--- src/rtl/vote_logger.sv ---
// Vote tally writer: one committed vote per button press, with a press-release lockout.
// Optional macro VOTE_SAT_EN: counters saturate at all-ones (flagged by vote_err) instead of wrapping.
module vote_logger #(
    parameter int unsigned CNT_W       = 8,
    parameter int unsigned LOCK_CYCLES = 4
) (
    input  logic             clk,
    input  logic             reset_all,
    input  logic             mode,
    input  logic             button,
    input  logic [3:0]       candidate,
    output logic [CNT_W-1:0] vote_count_1,
    output logic [CNT_W-1:0] vote_count_2,
    output logic [CNT_W-1:0] vote_count_3,
    output logic [CNT_W-1:0] vote_count_4,
    output logic             vote_ack,
    output logic             vote_err,
    output logic             busy
);

    localparam int unsigned LCK_W   = (LOCK_CYCLES > 1) ? $clog2(LOCK_CYCLES) : 1;
    localparam int unsigned N_CAND  = 4;
    localparam int unsigned LCK_INI = (LOCK_CYCLES == 0) ? 0 : LOCK_CYCLES - 1;

    localparam logic [2:0] S_IDLE   = 3'd0;
    localparam logic [2:0] S_COMMIT = 3'd1;
    localparam logic [2:0] S_REJECT = 3'd2;
    localparam logic [2:0] S_HOLD   = 3'd3;
    localparam logic [2:0] S_LOCK   = 3'd4;

    logic [2:0]       state_q, state_d;
    logic             button_q;
    logic [3:0]       cand_q, cand_d;
    logic [LCK_W-1:0] lock_q, lock_d;
    logic [CNT_W-1:0] cnt_q [N_CAND];
    logic [CNT_W-1:0] cnt_d [N_CAND];
    logic             ack_q, ack_d;
    logic             err_q, err_d;
    logic             busy_q, busy_d;
    logic             press_c;

    assign press_c = button & ~button_q;

    // Next-state, counter update and pulse generation
    always_comb begin
        state_d = state_q;
        cand_d  = cand_q;
        lock_d  = lock_q;
        cnt_d   = cnt_q;
        ack_d   = 1'b0;
        err_d   = 1'b0;
        case (state_q)
            S_IDLE: begin
                if (press_c && !mode) begin
                    if ($onehot(candidate)) begin
                        cand_d  = candidate;
                        state_d = S_COMMIT;
                    end else begin
                        state_d = S_REJECT;
                    end
                end
            end
            S_COMMIT: begin
                ack_d   = 1'b1;
                state_d = S_HOLD;
                for (int i = 0; i < N_CAND; i++) begin
                    if (cand_q[i]) begin
`ifdef VOTE_SAT_EN
                        if (cnt_q[i] == {CNT_W{1'b1}}) begin
                            err_d = 1'b1;
                        end else begin
                            cnt_d[i] = cnt_q[i] + CNT_W'(1);
                        end
`else
                        cnt_d[i] = cnt_q[i] + CNT_W'(1);
`endif
                    end
                end
            end
            S_REJECT: begin
                err_d   = 1'b1;
                state_d = S_HOLD;
            end
            S_HOLD: begin
                // Release means both the button and the selection are cleared.
                if (!button && (candidate == 4'b0000)) begin
                    if (LOCK_CYCLES == 0) begin
                        state_d = S_IDLE;
                    end else begin
                        state_d = S_LOCK;
                        lock_d  = LCK_W'(LCK_INI);
                    end
                end
            end
            S_LOCK: begin
                if (lock_q == '0) begin
                    state_d = S_IDLE;
                end else begin
                    lock_d = lock_q - LCK_W'(1);
                end
            end
            default: state_d = S_IDLE;
        endcase
        busy_d = (state_d != S_IDLE);
    end

    always_ff @(posedge clk or negedge reset_all) begin
        if (!reset_all) begin
            state_q  <= S_IDLE;
            button_q <= 1'b0;
            cand_q   <= 4'b0000;
            lock_q   <= '0;
            ack_q    <= 1'b0;
            err_q    <= 1'b0;
            busy_q   <= 1'b0;
            for (int i = 0; i < N_CAND; i++) cnt_q[i] <= '0;
        end else begin
            state_q  <= state_d;
            button_q <= button;
            cand_q   <= cand_d;
            lock_q   <= lock_d;
            ack_q    <= ack_d;
            err_q    <= err_d;
            busy_q   <= busy_d;
            for (int i = 0; i < N_CAND; i++) cnt_q[i] <= cnt_d[i];
        end
    end

    assign vote_count_1 = cnt_q[0];
    assign vote_count_2 = cnt_q[1];
    assign vote_count_3 = cnt_q[2];
    assign vote_count_4 = cnt_q[3];
    assign vote_ack     = ack_q;
    assign vote_err     = err_q;
    assign busy         = busy_q;

endmodule
--- config.mk ---
export PLATFORM = sky130hd
export DESIGN_NAME = vote_logger
export DESIGN_NICKNAME = d
export VERILOG_FILES = /design/src/rtl/vote_logger.sv
export SDC_FILE = /design/constraint.sdc
export NUM_CORES = 1
export LEC_CHECK = 0
export CAP_MARGIN = 20
export CORE_MARGIN = 5
export CORE_UTILIZATION = 40
export CTS_CLUSTER_DIAMETER = 30
export DETAILED_ROUTE_END_ITERATION = 7
export GPL_ROUTABILITY_DRIVEN = 1
export GPL_TIMING_DRIVEN = 1
export PLACE_DENSITY_LB_ADDON = 0.25
export SLEW_MARGIN = 30
export SYNTH_ARGS = -nofsm -noshare
export SYNTH_HDL_FRONTEND = slang
export SYNTH_SLANG_ARGS = --single-unit
--- constraint.sdc ---
create_clock -name clk -period 3.2 [get_ports clk]
set_input_delay 0.48 -clock clk [delete_from_list [all_inputs] [get_ports clk]]
set_output_delay 0.48 -clock clk [all_outputs]
set_load 0.01 [all_outputs]
* Word level (Yosys, flattened, before mapping)
Index checks and enable logic that the tools add are counted.
Operators by class: $lt $le $gt $ge 0, add/sub/neg operators 8, reduce and logical (&&, ||, !) cells 16, $mul 0, eq/ne operators 7, mux-type cells 10, shifts and indexed selects 0, div/mod/pow operators 0, bitwise logic cells 2
Operators with widths (number):
- $add 8x1->8 const B | 4
- $pmux 3 s4 | 1
- $mux 3 | 3
- $reduce_and 2->1 | 4
- $eq 3x1->1 const B | 2
- $eq 3x2->1 const B | 2
- $mux 2 | 3
- $reduce_and 3->1 | 2
- $add 1x1->2 | 2
- $logic_not 4->1 | 1
- $ne 2x2->1 const B | 2
- $pmux 2 s2 | 1
- $add 2x2->3 | 1
- $eq 3x3->1 const B | 1
- $logic_not 3->1 | 1
- $reduce_bool 3->1 | 1
- $logic_and 1x1->1 | 2
- $logic_not 1->1 | 2
- $logic_not 2->1 | 1
- $mux 1 | 2
- $reduce_bool 2->1 | 1
- $reduce_or 2->1 | 1
- $sub 2x1->2 const B | 1
- $and 1x1->1 | 1
- $not 1->1 | 1
Word-level totals: latch bits 0, memory bits (read-only) 0, logic and storage cells 54, input port bits 8, output and inout bits 35, memory bits (writable) 0, register bits 45, memories 0

* Logic depth before layout (Yosys ltp)
depth in word-level cells 7, mapped depth 8, gate-level depth less buffers 8

* Least setup slack after synthesis
No wires, ideal clock.
kind input to register, start input candidate[0], end register cand_q[0], setup time 0.125 ns, slack 0.770 ns, arrival time 2.305 ns, buffers on the path 0, stages on the path 8, cells stage by stage inv_1 > fa_1 > inv_1 > ha_1 > ha_1 > nor3b_1 > nand4b_1 > mux2_2
On the way: cells in the longest elaborated chain, start to end 4
Ends and longest elaborated chain:
- from (decl) | RTL line 11 | input logic [3:0] candidate,
- $add 1x1->2 (not written as such) | RTL line 55 | if ($onehot(candidate)) begin
- $add 2x2->3 (not written as such) | RTL line 55
- $eq 3x1->1 | RTL line 55
- $reduce_and 3->1 (no source line)
- to (signal assigned) | RTL line 120 | cand_q <= cand_d;
- to (decl) | RTL line 33 | logic [3:0] cand_q, cand_d;
Several ways; a longest one is shown, not always the timed one. A chain may end at the register's enable or synchronous reset.

* Worst setup path after layout
Same ends and word-level chain as after synthesis.

==> flow_summary_export.csv <==
group,metric,value,unit
yosys,postSynth.topFlopCell,"sky130_fd_sc_hd__dfrtp_1",
critical_path,timing_worst_setup_path_type,"input pin to register",
yosys,postSynthNetCount,194,
final_layout,antenna_cells_inserted,0,
yosys,syn-mean-instance-area,12.2,sq um
placement,dp_cells,285,
timing,skew,0.00839,ns
power_and_ir_drop,power_leakage,0.00126,uW
critical_path,setup.worst_path.end_class,"register",
final_layout,post_route_cells_drive_above_1_share,10.8,%
floorplan,floorplan.die.width,83.5,um
floorplan,start_util,41.8,%
cts,clk_pin_slew,0.08,ns
placement,detailed_place_hpwl,2770,um
power_and_ir_drop,power.ir.vdd_worst,0.201,mV
critical_path,worst_path_dominant_cell_family,"adder cells",
yosys,yosys-top-cells-area,"sky130_fd_sc_hd__dfrtp_1 (52%), sky130_fd_sc_hd__xnor2_1 (7.7%), sky130_fd_sc_hd__ha_1 (4.6%), sky130_fd_sc_hd__xor2_1 (4.0%), sky130_fd_sc_hd__nand2_1 (4.0%)",
critical_path,path_cells,"clkdlybuf4s50_1 -> inv_1 -> fa_1 -> inv_1 -> ha_1 -> ha_1 -> nor3b_1 -> nand4b_1 -> mux2_2",
critical_path,ff2ff_path_depth,3,
final_layout,layout-area-overhead-vs-synth,27.7,%
yosys,synth_seq_cells,45,
floorplan,rows,26,
cts,post-cts-setup-buffers,0,
timing,final.period_utilization,87.3,%
critical_path,critPathMaxStageDelay,0.53,ns
yosys,yosysUniqueCellTypes,34,
routing,routed_wl,3830,um
power_and_ir_drop,power_frac_clock,41.4,%
cts,worstSkewPairLatency,0.29,ns
placement,postPlaceCellArea,0.00265,sq mm
timing,final-max-slew-violation-count,0,
power_and_ir_drop,switching_share,20.1,%
cts,clockBufferDepth,2,
critical_path,crit_fanout,4,
grt,globalRoute.busiestLayer,"met2",
final_layout,fin_area,0.00276,sq mm
routing,routed-via-count,1431,
cts,clock_tree.htree_level_count,2,
cts,cts-root-buf,"sky130_fd_sc_hd__clkbuf_8",
placement,place_congestion,0.720,
power_and_ir_drop,p_per_area,384,mW/mm^2
power_and_ir_drop,post-layout-total-power,1060,uW
final_layout,final_nets,239,
critical_path,critical_path.slowest_cell,"sky130_fd_sc_hd__fa_1",
run_status,outcome,"finished clean",
timing,setup_repair_after_global_routing_missed_its_margin,"false",
yosys,synth.most_common_cell,"sky130_fd_sc_hd__dfrtp_1",
routing,drt_pre_antenna_iters,4,
yosys,netlist.top_cell.by_area,"sky130_fd_sc_hd__dfrtp_1",
critical_path,cp.arrival,2.97,ns
critical_path,cp_num_cells,9,
grt,grt_pass1_vias,1368,
placement,port_buffers,42,
timing,fin_crit,2.79,ns
floorplan,die_y,83.5,um
yosys,yosys-top-cells-count,"sky130_fd_sc_hd__dfrtp_1 (45), sky130_fd_sc_hd__nand2_1 (23), sky130_fd_sc_hd__xnor2_1 (19)",
yosys,netlist_area,0.00216,sq mm
power_and_ir_drop,power_report.internal_total,847,uW
routing,drc_errors,0,
routing,routedWlPerCell,13.1,um
final_layout,final_cells,293,
grt,met1_usage,16.0,%
yosys,number_of_flops_mapped_to_enable_cells_by_yosys,0,
routing,via_density,4.88,
grt,grt_first_pass_wirelength,6760,um
run,drv_cap,0,
power_and_ir_drop,share_comb_of_total_power,4.1,%
grt,antenna_found_initial,0,
cts,clkSinkCount,45,
power_and_ir_drop,total_switching_power,213,uW
timing,timing_hold_violations_final,0,
worst_hold_path,timing.hold.worst.class,"input pin to async pin",
power_and_ir_drop,sequentialPowerShare,54.5,%
yosys,asyncSetResetFlopFracSynth,100,%
floorplan,dieArea,0.00698,sq mm
yosys,seq_area_frac_synth,52.1,%
timing,maxSlewHeadroom,61.6,%
grt,grt_util_met3,3.65,%
timing,worst-slew-pin-transition,0.576,ns
yosys,netlist_instances,177,
timing,setup_viol_count_final,0,
cts,cts-buffers-inserted,5,
grt,global_route.overflow_total,0,
cts,cts_hold_repair.buffers,0,
floorplan,io_pins,43,
cts,tritoncts_clock_tree,"built",
floorplan,core_area,0.00517,sq mm
routing,route.antenna.remaining_nets,0,
yosys,synth.yosys.warnings,0,
cts,cts_resized,0,
routing,dr.first_iter.drc_count,41,
timing,setup_total_neg_slack,0,ns
critical_path,startpoint_type,"input pin",
grt,grt.total_usage,11.7,%
yosys,synth_top_area_share,52.1,%
critical_path,critical_path_buf_inv_count,3,
grt,grt_max_degree,46,
grt,groute.layer.met2.usage,17.6,%
critical_path,crit_required,3.38,ns
timing,max_freq,358,MHz
placed cells by master (no fill, tap or decap), types with 2 or more instances in the layout:
master / count
sky130_fd_sc_hd__a22oi_1: 2
sky130_fd_sc_hd__and3_1: 2
sky130_fd_sc_hd__nor3b_1: 4
sky130_fd_sc_hd__nand4bb_4: 3
sky130_fd_sc_hd__nor4_4: 2
sky130_fd_sc_hd__nand4_1: 8
sky130_fd_sc_hd__nor2_1: 3
sky130_fd_sc_hd__nor4_1: 2
sky130_fd_sc_hd__a211oi_1: 2
sky130_fd_sc_hd__inv_1: 7
sky130_fd_sc_hd__dfrtp_1: 45
sky130_fd_sc_hd__clkbuf_8: 6
sky130_fd_sc_hd__xnor2_1: 19
sky130_fd_sc_hd__nand3_1: 7
sky130_fd_sc_hd__ha_1: 8
sky130_fd_sc_hd__xor2_1: 10
sky130_fd_sc_hd__mux2_2: 5
sky130_fd_sc_hd__clkdlybuf4s50_1: 41
sky130_fd_sc_hd__nor3_1: 6
sky130_fd_sc_hd__buf_4: 2
sky130_fd_sc_hd__nand2_1: 23
sky130_fd_sc_hd__and4bb_2: 3
kinds of logic (layout without fill, tap and decap cells):
kind of cell	after synthesis	count (layout)	synth area share, %
simple gates	70	70	22.7
buf+inv	12	58	2.60
fa+ha+maj	9	9	5.55
compound gates	5	5	1.62
flops	45	45	52.1
xor+xnor	29	29	11.7
mux	7	7	3.76
power by group through the flow:
stage                     Sequential [uW]  Clock [uW]  Combinational (uW)
after floorplan                       586           0                21.0
after global placement                589           0                43.5
after detailed placement              589           0                45.4
after CTS                             578         454                45.2
after global routing                  579         480                50.8
final                                 578         439                43.7
worst register-to-register path, stage by stage, from the launching register on:
cell and delay [ns]:
sky130_fd_sc_hd__dfrtp_1 0.37, sky130_fd_sc_hd__nor3b_1 0.49, sky130_fd_sc_hd__nand4b_1 0.34, sky130_fd_sc_hd__mux2_2 0.35
registers in the layout (all words and copies together), names as in the netlist:
register,count
vote_count_1,8
vote_count_2,8
vote_count_3,8
vote_count_4,8
cand_q,4
state_q,3
lock_q,2
busy,1
button_q,1
vote_ack,1
vote_err,1
per-stage QoR:
step / hold WS [ns] / util, % / worst slack (ns)
after floorplan: 0.184 / - / 0.770
after global placement: 0.460 / 51.1 / 0.155
after detailed placement: 0.463 / 51.2 / 0.0846
after CTS: 0.190 / 53.4 / 0.395
after global routing: 0.212 / 53.4 / 0.299
final: 0.179 / 53.4 / 0.408
cell type report:
type / count / area (sq um)
clock buffers: 7 / 86.3
clock inverters: 1 / 30.0
fillers: 454 / 2410
inverters: 7 / 26.3
multi-input cells: 120 / 981
flip-flops and latches: 45 / 1130
well taps: 70 / 87.6
repair buffers: 43 / 425
final timing paths:
check | start | end | slack [ns]
worst max-delay path | candidate[0] | cand_q[0] | 0.41
worst min-delay path | reset_all | vote_count_4[4] | 0.18
worst max register to register | button_q | cand_q[0] | 1.53
worst min register to register | vote_count_4[7] | vote_count_4[7] | 0.47
max in group asynchronous | reset_all | vote_count_1[1] | 2.63
min in group clk | vote_count_4[7] | vote_count_4[7] | 0.47
per-layer routing:
metal,vias up,share of wire (%)
li1,704,-
met1,698,48
met2,24,46
met3,5,4.6
met4,0,1.5
met5,-,0
No activity file was read; power rests on OpenSTA's default activity.
